==> src/rtl/stripe_demux32.sv <==
// rtl/stripe_demux32.sv - two-lane word striping demux with pad-on-timeout pair closure
// Optional feature macro: STRIPE_WORD_CNT_EN (per-lane data word counters)
module stripe_demux32 #(
  parameter int               WIDTH       = 32,
  parameter int               PAD_TIMEOUT = 4,
  parameter logic [WIDTH-1:0] PAD_WORD    = 'h0000_00BC,
  parameter int               CNT_W       = 4
) (
  input  logic             clk,
  input  logic             reset,
  input  logic [WIDTH-1:0] data_in,
  input  logic             valid_in,
  output logic [WIDTH-1:0] lane_out0,
  output logic [WIDTH-1:0] lane_out1,
  output logic             valid_out0,
  output logic             valid_out1,
  output logic             pad_out,
  output logic             pending
`ifdef STRIPE_WORD_CNT_EN
  ,
  output logic [15:0]      word_cnt0,
  output logic [15:0]      word_cnt1
`endif
);

  typedef enum logic {
    SEL0 = 1'b0,
    SEL1 = 1'b1
  } sel_t;

  localparam logic [CNT_W-1:0] LP_IDLE_LAST = CNT_W'(PAD_TIMEOUT - 1);

  sel_t             r_sel;
  sel_t             w_sel_nxt;
  logic [CNT_W-1:0] r_idle_cnt;
  logic [CNT_W-1:0] w_idle_cnt_nxt;
  logic [WIDTH-1:0] r_lane0;
  logic [WIDTH-1:0] r_lane1;
  logic [WIDTH-1:0] w_lane0_nxt;
  logic [WIDTH-1:0] w_lane1_nxt;
  logic             r_valid0;
  logic             r_valid1;
  logic             r_pad;
  logic             w_valid0_nxt;
  logic             w_valid1_nxt;
  logic             w_pad_nxt;
  logic             w_take0;
  logic             w_take1;

  // State and output registers; reset drops any half-filled pair without padding
  always_ff @(posedge clk) begin
    if (!reset) begin
      r_sel      <= SEL0;
      r_idle_cnt <= '0;
      r_lane0    <= '0;
      r_lane1    <= '0;
      r_valid0   <= 1'b0;
      r_valid1   <= 1'b0;
      r_pad      <= 1'b0;
    end else begin
      r_sel      <= w_sel_nxt;
      r_idle_cnt <= w_idle_cnt_nxt;
      r_lane0    <= w_lane0_nxt;
      r_lane1    <= w_lane1_nxt;
      r_valid0   <= w_valid0_nxt;
      r_valid1   <= w_valid1_nxt;
      r_pad      <= w_pad_nxt;
    end
  end

  // Next-state: open pair on lane 0, close it on lane 1 with data or, after the idle timeout, a pad
  always_comb begin
    w_sel_nxt      = r_sel;
    w_idle_cnt_nxt = r_idle_cnt;
    w_lane0_nxt    = r_lane0;
    w_lane1_nxt    = r_lane1;
    w_valid0_nxt   = r_valid0;
    w_valid1_nxt   = r_valid1;
    w_pad_nxt      = 1'b0;
    w_take0        = 1'b0;
    w_take1        = 1'b0;
    case (r_sel)
      SEL0: begin
        w_lane1_nxt    = '0;
        w_valid1_nxt   = 1'b0;
        w_idle_cnt_nxt = '0;
        if (valid_in) begin
          w_lane0_nxt  = data_in;
          w_valid0_nxt = 1'b1;
          w_sel_nxt    = SEL1;
          w_take0      = 1'b1;
        end else begin
          w_lane0_nxt  = '0;
          w_valid0_nxt = 1'b0;
        end
      end
      SEL1: begin
        // lane 0 stays put so the downstream mux can still consume lane 1 against it
        if (valid_in) begin
          w_lane1_nxt    = data_in;
          w_valid1_nxt   = 1'b1;
          w_sel_nxt      = SEL0;
          w_idle_cnt_nxt = '0;
          w_take1        = 1'b1;
        end else if (r_idle_cnt == LP_IDLE_LAST) begin
          w_lane1_nxt    = PAD_WORD;
          w_valid1_nxt   = 1'b1;
          w_pad_nxt      = 1'b1;
          w_sel_nxt      = SEL0;
          w_idle_cnt_nxt = '0;
        end else begin
          w_valid1_nxt   = 1'b0;
          w_idle_cnt_nxt = r_idle_cnt + 1'b1;
        end
      end
      default: begin
        w_sel_nxt      = SEL0;
        w_idle_cnt_nxt = '0;
      end
    endcase
  end

`ifdef STRIPE_WORD_CNT_EN
  logic [15:0] r_word_cnt0;
  logic [15:0] r_word_cnt1;

  // Saturating per-lane data word counters; pad words are not data and are skipped
  always_ff @(posedge clk) begin
    if (!reset) begin
      r_word_cnt0 <= '0;
      r_word_cnt1 <= '0;
    end else begin
      if (w_take0 && (r_word_cnt0 != 16'hFFFF)) begin
        r_word_cnt0 <= r_word_cnt0 + 16'd1;
      end
      if (w_take1 && (r_word_cnt1 != 16'hFFFF)) begin
        r_word_cnt1 <= r_word_cnt1 + 16'd1;
      end
    end
  end

  assign word_cnt0 = r_word_cnt0;
  assign word_cnt1 = r_word_cnt1;
`else
  // Acceptance strobes only feed the optional counters
  logic w_unused_take;
  assign w_unused_take = w_take0 ^ w_take1;
`endif

  assign lane_out0  = r_lane0;
  assign lane_out1  = r_lane1;
  assign valid_out0 = r_valid0;
  assign valid_out1 = r_valid1;
  assign pad_out    = r_pad;
  assign pending    = (r_sel == SEL1);

endmodule
==> config.mk <==
export PLATFORM = sky130hd
export DESIGN_NAME = stripe_demux32
export DESIGN_NICKNAME = d
export VERILOG_FILES = /design/src/rtl/stripe_demux32.sv
export SDC_FILE = /design/constraint.sdc
export NUM_CORES = 1
export LEC_CHECK = 0
export BUFFER_PORTS_ARGS = -buffer_cell sky130_fd_sc_hd__buf_4
export CAP_MARGIN = 20
export CORE_MARGIN = 3
export CORE_UTILIZATION = 45
export CTS_BUF_LIST = sky130_fd_sc_hd__clkbuf_4 sky130_fd_sc_hd__clkbuf_8
export DETAILED_ROUTE_END_ITERATION = 10
export PLACE_DENSITY = 0.74
export SYNTH_ARGS = -nofsm -noshare
export SYNTH_HDL_FRONTEND = slang
export SYNTH_SLANG_ARGS = --single-unit
==> constraint.sdc <==
create_clock -name clk -period 2.4 [get_ports clk]
set_clock_uncertainty 0.15 [all_clocks]
set_input_delay 0 -clock clk [delete_from_list [all_inputs] [get_ports clk]]
set_output_delay 0 -clock clk [all_outputs]
set_load 0.1 [all_outputs]
==> results.sh <==
export IMPL_antenna_found_initial=0
export IMPL_rsz0062_at_grt="false"
export IMPL_hpwl_mm=4.15
export IMPL_syn_nets=275
export IMPL_htreeDepth=3
export IMPL_num_antenna_cells=0
export IMPL_fin_crit_sh=0.964
export IMPL_power_density_mw_per_mm2=692
export IMPL_clock_sinks=72
export IMPL_drv_cap=0
export IMPL_avgSynthCellArea_sq_um=10.5
export IMPL_die_h_um=80.7
export IMPL_tightest_slew_ps=648
export IMPL_critPathLaunchType="flip-flop"
export IMPL_swShare=0.317
export IMPL_hold_violations=0
export IMPL_first_pass_iters=4
export IMPL_power_leakage_nw=1.66
export IMPL_grt_overflow_total=0
export IMPL_ys_seq_elements=72
export IMPL_ir_drop_uv=469
export IMPL_ctsRootBufferMaster="clkbuf_8"
export IMPL_slew_violations=0
export IMPL_final_setup_viol_count=0
export IMPL_nets=412
export IMPL_period_minus_slack_ps=2310
export IMPL_dp_cells=391
export IMPL_hold_start="reset"
export IMPL_hold_slack_ps=28.9
export IMPL_netlist_area_sq_mm=0.00251
export IMPL_r2r_start="r_idle_cnt[0]$_SDFF_PP0_"
export IMPL_register_area_sq_mm=0.00144
export IMPL_row_count=26
export IMPL_p_sw_mw=0.852
export IMPL_port_buffers=102
export IMPL_cts_tree="yes"
export IMPL_clk_pin_slew_ps=70
export IMPL_grt_pass1_vias=2383
export IMPL_gp_congestion=0.708
export IMPL_pwr_share_clk=0.309
export IMPL_clock_latency_ps=330
export IMPL_ios=103
export IMPL_hold_depth=3
export IMPL_grt_total_usage=0.214
export IMPL_critPathRequiredTime_ps=2470
export IMPL_final_antenna_net_count=0
export IMPL_setup_tns_ps=0
export IMPL_hp_class="in -> reg"
export IMPL_setup_slack_ps=87.5
export IMPL_path_max_fanout=28
export IMPL_grt_max_degree=45
export IMPL_end_kind="flip-flop"
export IMPL_grt_pass1_wl_mm=10.8
export IMPL_timing_fmax_mhz=432
export IMPL_arrival_ps=2380
export IMPL_synthCells=239
export IMPL_fin_total_pwr_mw=2.69
export IMPL_worstSetupPathType="reg -> reg"
export IMPL_die_area_sq_mm=0.00651
export IMPL_layout_drive_gt1_share=0.339
export IMPL_r2r_end="lane_out1[29]$_SDFFE_PN0P_"
export IMPL_rrSetupSlack_ps=90
export IMPL_drt_iter0_drc=154
export IMPL_wl_mm=6.90
export IMPL_yosys_warnings=0
export IMPL_nFillCells=395
export IMPL_core_area_sq_mm=0.00524
export IMPL_routedWlPerCell_um=15.3
export IMPL_status="complete, no violations"
export IMPL_power_frac_comb=0.219
export IMPL_area_growth_pct=54.8
export IMPL_die_w_um=80.7
export IMPL_via_per_inst=5.27
export IMPL_p_int_mw=1.84
export IMPL_drc_errors=0
export IMPL_ys_seq_area_frac=0.574
export IMPL_r2r_cells=5
export IMPL_pre_cts_slack_ps=650
export IMPL_vias=2370
export IMPL_cts_inserted_buffers=9
export IMPL_slew_headroom=0.568
export IMPL_p_seq_frac=0.471
export IMPL_clock_path_buffers=2
export IMPL_multi_input_area_sq_um=953
export IMPL_start_util=0.479
export IMPL_yosysUniqueCellTypes=25
export IMPL_min_to="lane_out1[4]$_SDFFE_PN0P_"
export IMPL_final_cells=450
[timing repair]
| item | CTS | global route |
|---|---|---|
| endpoints found under the setup margin | 0 | 0 |
| setup buffers | 0 | 0 |
| hold buffers | 44 | 0 |
| resized for setup | 0 | 0 |
| hold endpoints to repair | 65 | 0 |
[area by class of cell]
type,count,share of cell area
Clock buffer,14,0.0415
Tap cell,70,0.0225
Clock inverter,1,0.00129
Sequential cell,72,0.371
Inverter,2,0.00193
Multi-Input combinational cell,142,0.245
Timing Repair Buffer,149,0.316
[cells in the mapped netlist (all sizes together)]
cell type	n	area share
a21boi	1	0.0030
a21oi	29	0.058
a22oi	5	0.015
a32o	27	0.11
and2	2	0.0050
and4	1	0.0045
buf	4	0.015
clkbuf	19	0.028
clkinv	1	0.0015
dfxtp	72	0.57
ha	1	0.0050
inv	1	0.0015
nand2	28	0.042
nand2b	1	0.0025
nand3	2	0.0040
nand3b	27	0.081
nor2	5	0.0075
nor2b	1	0.0025
nor3	3	0.0060
nor3b	1	0.0030
o221a	5	0.022
or3b	1	0.0045
xnor2	1	0.0035
xor2	1	0.0035
[stage by stage]
step,instance area [sq um],utilization
4_1_cts,3890,0.742
3_3_place_gp,3280,0.626
3_5_place_dp,3280,0.626
2_1_floorplan,2510,-
5_1_grt,3890,0.742
6_report,3890,0.742
[layer usage]
| layer | routed length, um | track usage | vias up |
|---|---|---|---|
| li1 | - | - | 1154 |
| met1 | 2960 | 0.248 | 1121 |
| met2 | 3200 | 0.359 | 85 |
| met3 | 635 | 0.0684 | 10 |
| met4 | 109 | 0.0980 | 0 |
| met5 | 0 | 0 | - |
[critical path, cell delays in order (launching register included)]
cell	delay (ps)
dfxtp_1	360
ha_1	180
or3b_4	400
and4_4	310
a32o_1	230
dlygate4sd3_1	560
[worst max path at each step]
| stage | endpoint | slack (ps) | from | cells after the start |
|---|---|---|---|---|
| floorplan | lane_out1[12]$_SDFFE_PN0P_ | 340 | pending$_SDFF_PN0_ | 5 |
| global placement | lane_out1[26]$_SDFFE_PN0P_ | 700 | r_idle_cnt[0]$_SDFF_PP0_ | 4 |
| detailed placement | lane_out1[15]$_SDFFE_PN0P_ | 650 | r_idle_cnt[0]$_SDFF_PP0_ | 4 |
| CTS | lane_out1[29]$_SDFFE_PN0P_ | 100 | r_idle_cnt[0]$_SDFF_PP0_ | 5 |
| global route | lane_out1[1]$_SDFFE_PN0P_ | 20 | r_idle_cnt[0]$_SDFF_PP0_ | 5 |
| finish | lane_out1[29]$_SDFFE_PN0P_ | 90 | r_idle_cnt[0]$_SDFF_PP0_ | 5 |
[power by group through the flow]
stage                     combinational (mW)  sequential [mW]  clock [mW]
after floorplan                        0.110             1.58           0
after global placement                 0.537             1.29           0
after detailed placement               0.540             1.29           0
after CTS                              0.589             1.27       0.850
after global routing                   0.616             1.27       0.895
final                                  0.590             1.27       0.832
[state kept, by name, indices dropped and copies added, names as in the netlist]
register    cells
lane_out1      32
pad_out         1
valid_out0      1
lane_out0      32
r_idle_cnt      4
pending         1
valid_out1      1
[cells by family after synthesis]
| logic type | synth area share |
|---|---|
| compound gates | 0.206 |
| flops | 0.574 |
| buf+inv | 0.0463 |
| fa+ha+maj | 0.00498 |
| simple gates | 0.162 |
| xor+xnor | 0.00698 |
[placed cells by master, fill, tap and decap left out, types with 9 or more instances in the layout]
| master | count |
|---|---|
| buf_4 | 105 |
| a21oi_1 | 29 |
| nand3b_1 | 27 |
| dfxtp_1 | 71 |
| dlygate4sd3_1 | 44 |
| clkbuf_8 | 9 |
| a32o_1 | 27 |
| nand2_1 | 28 |
Power figures use the tool's default switching activity.
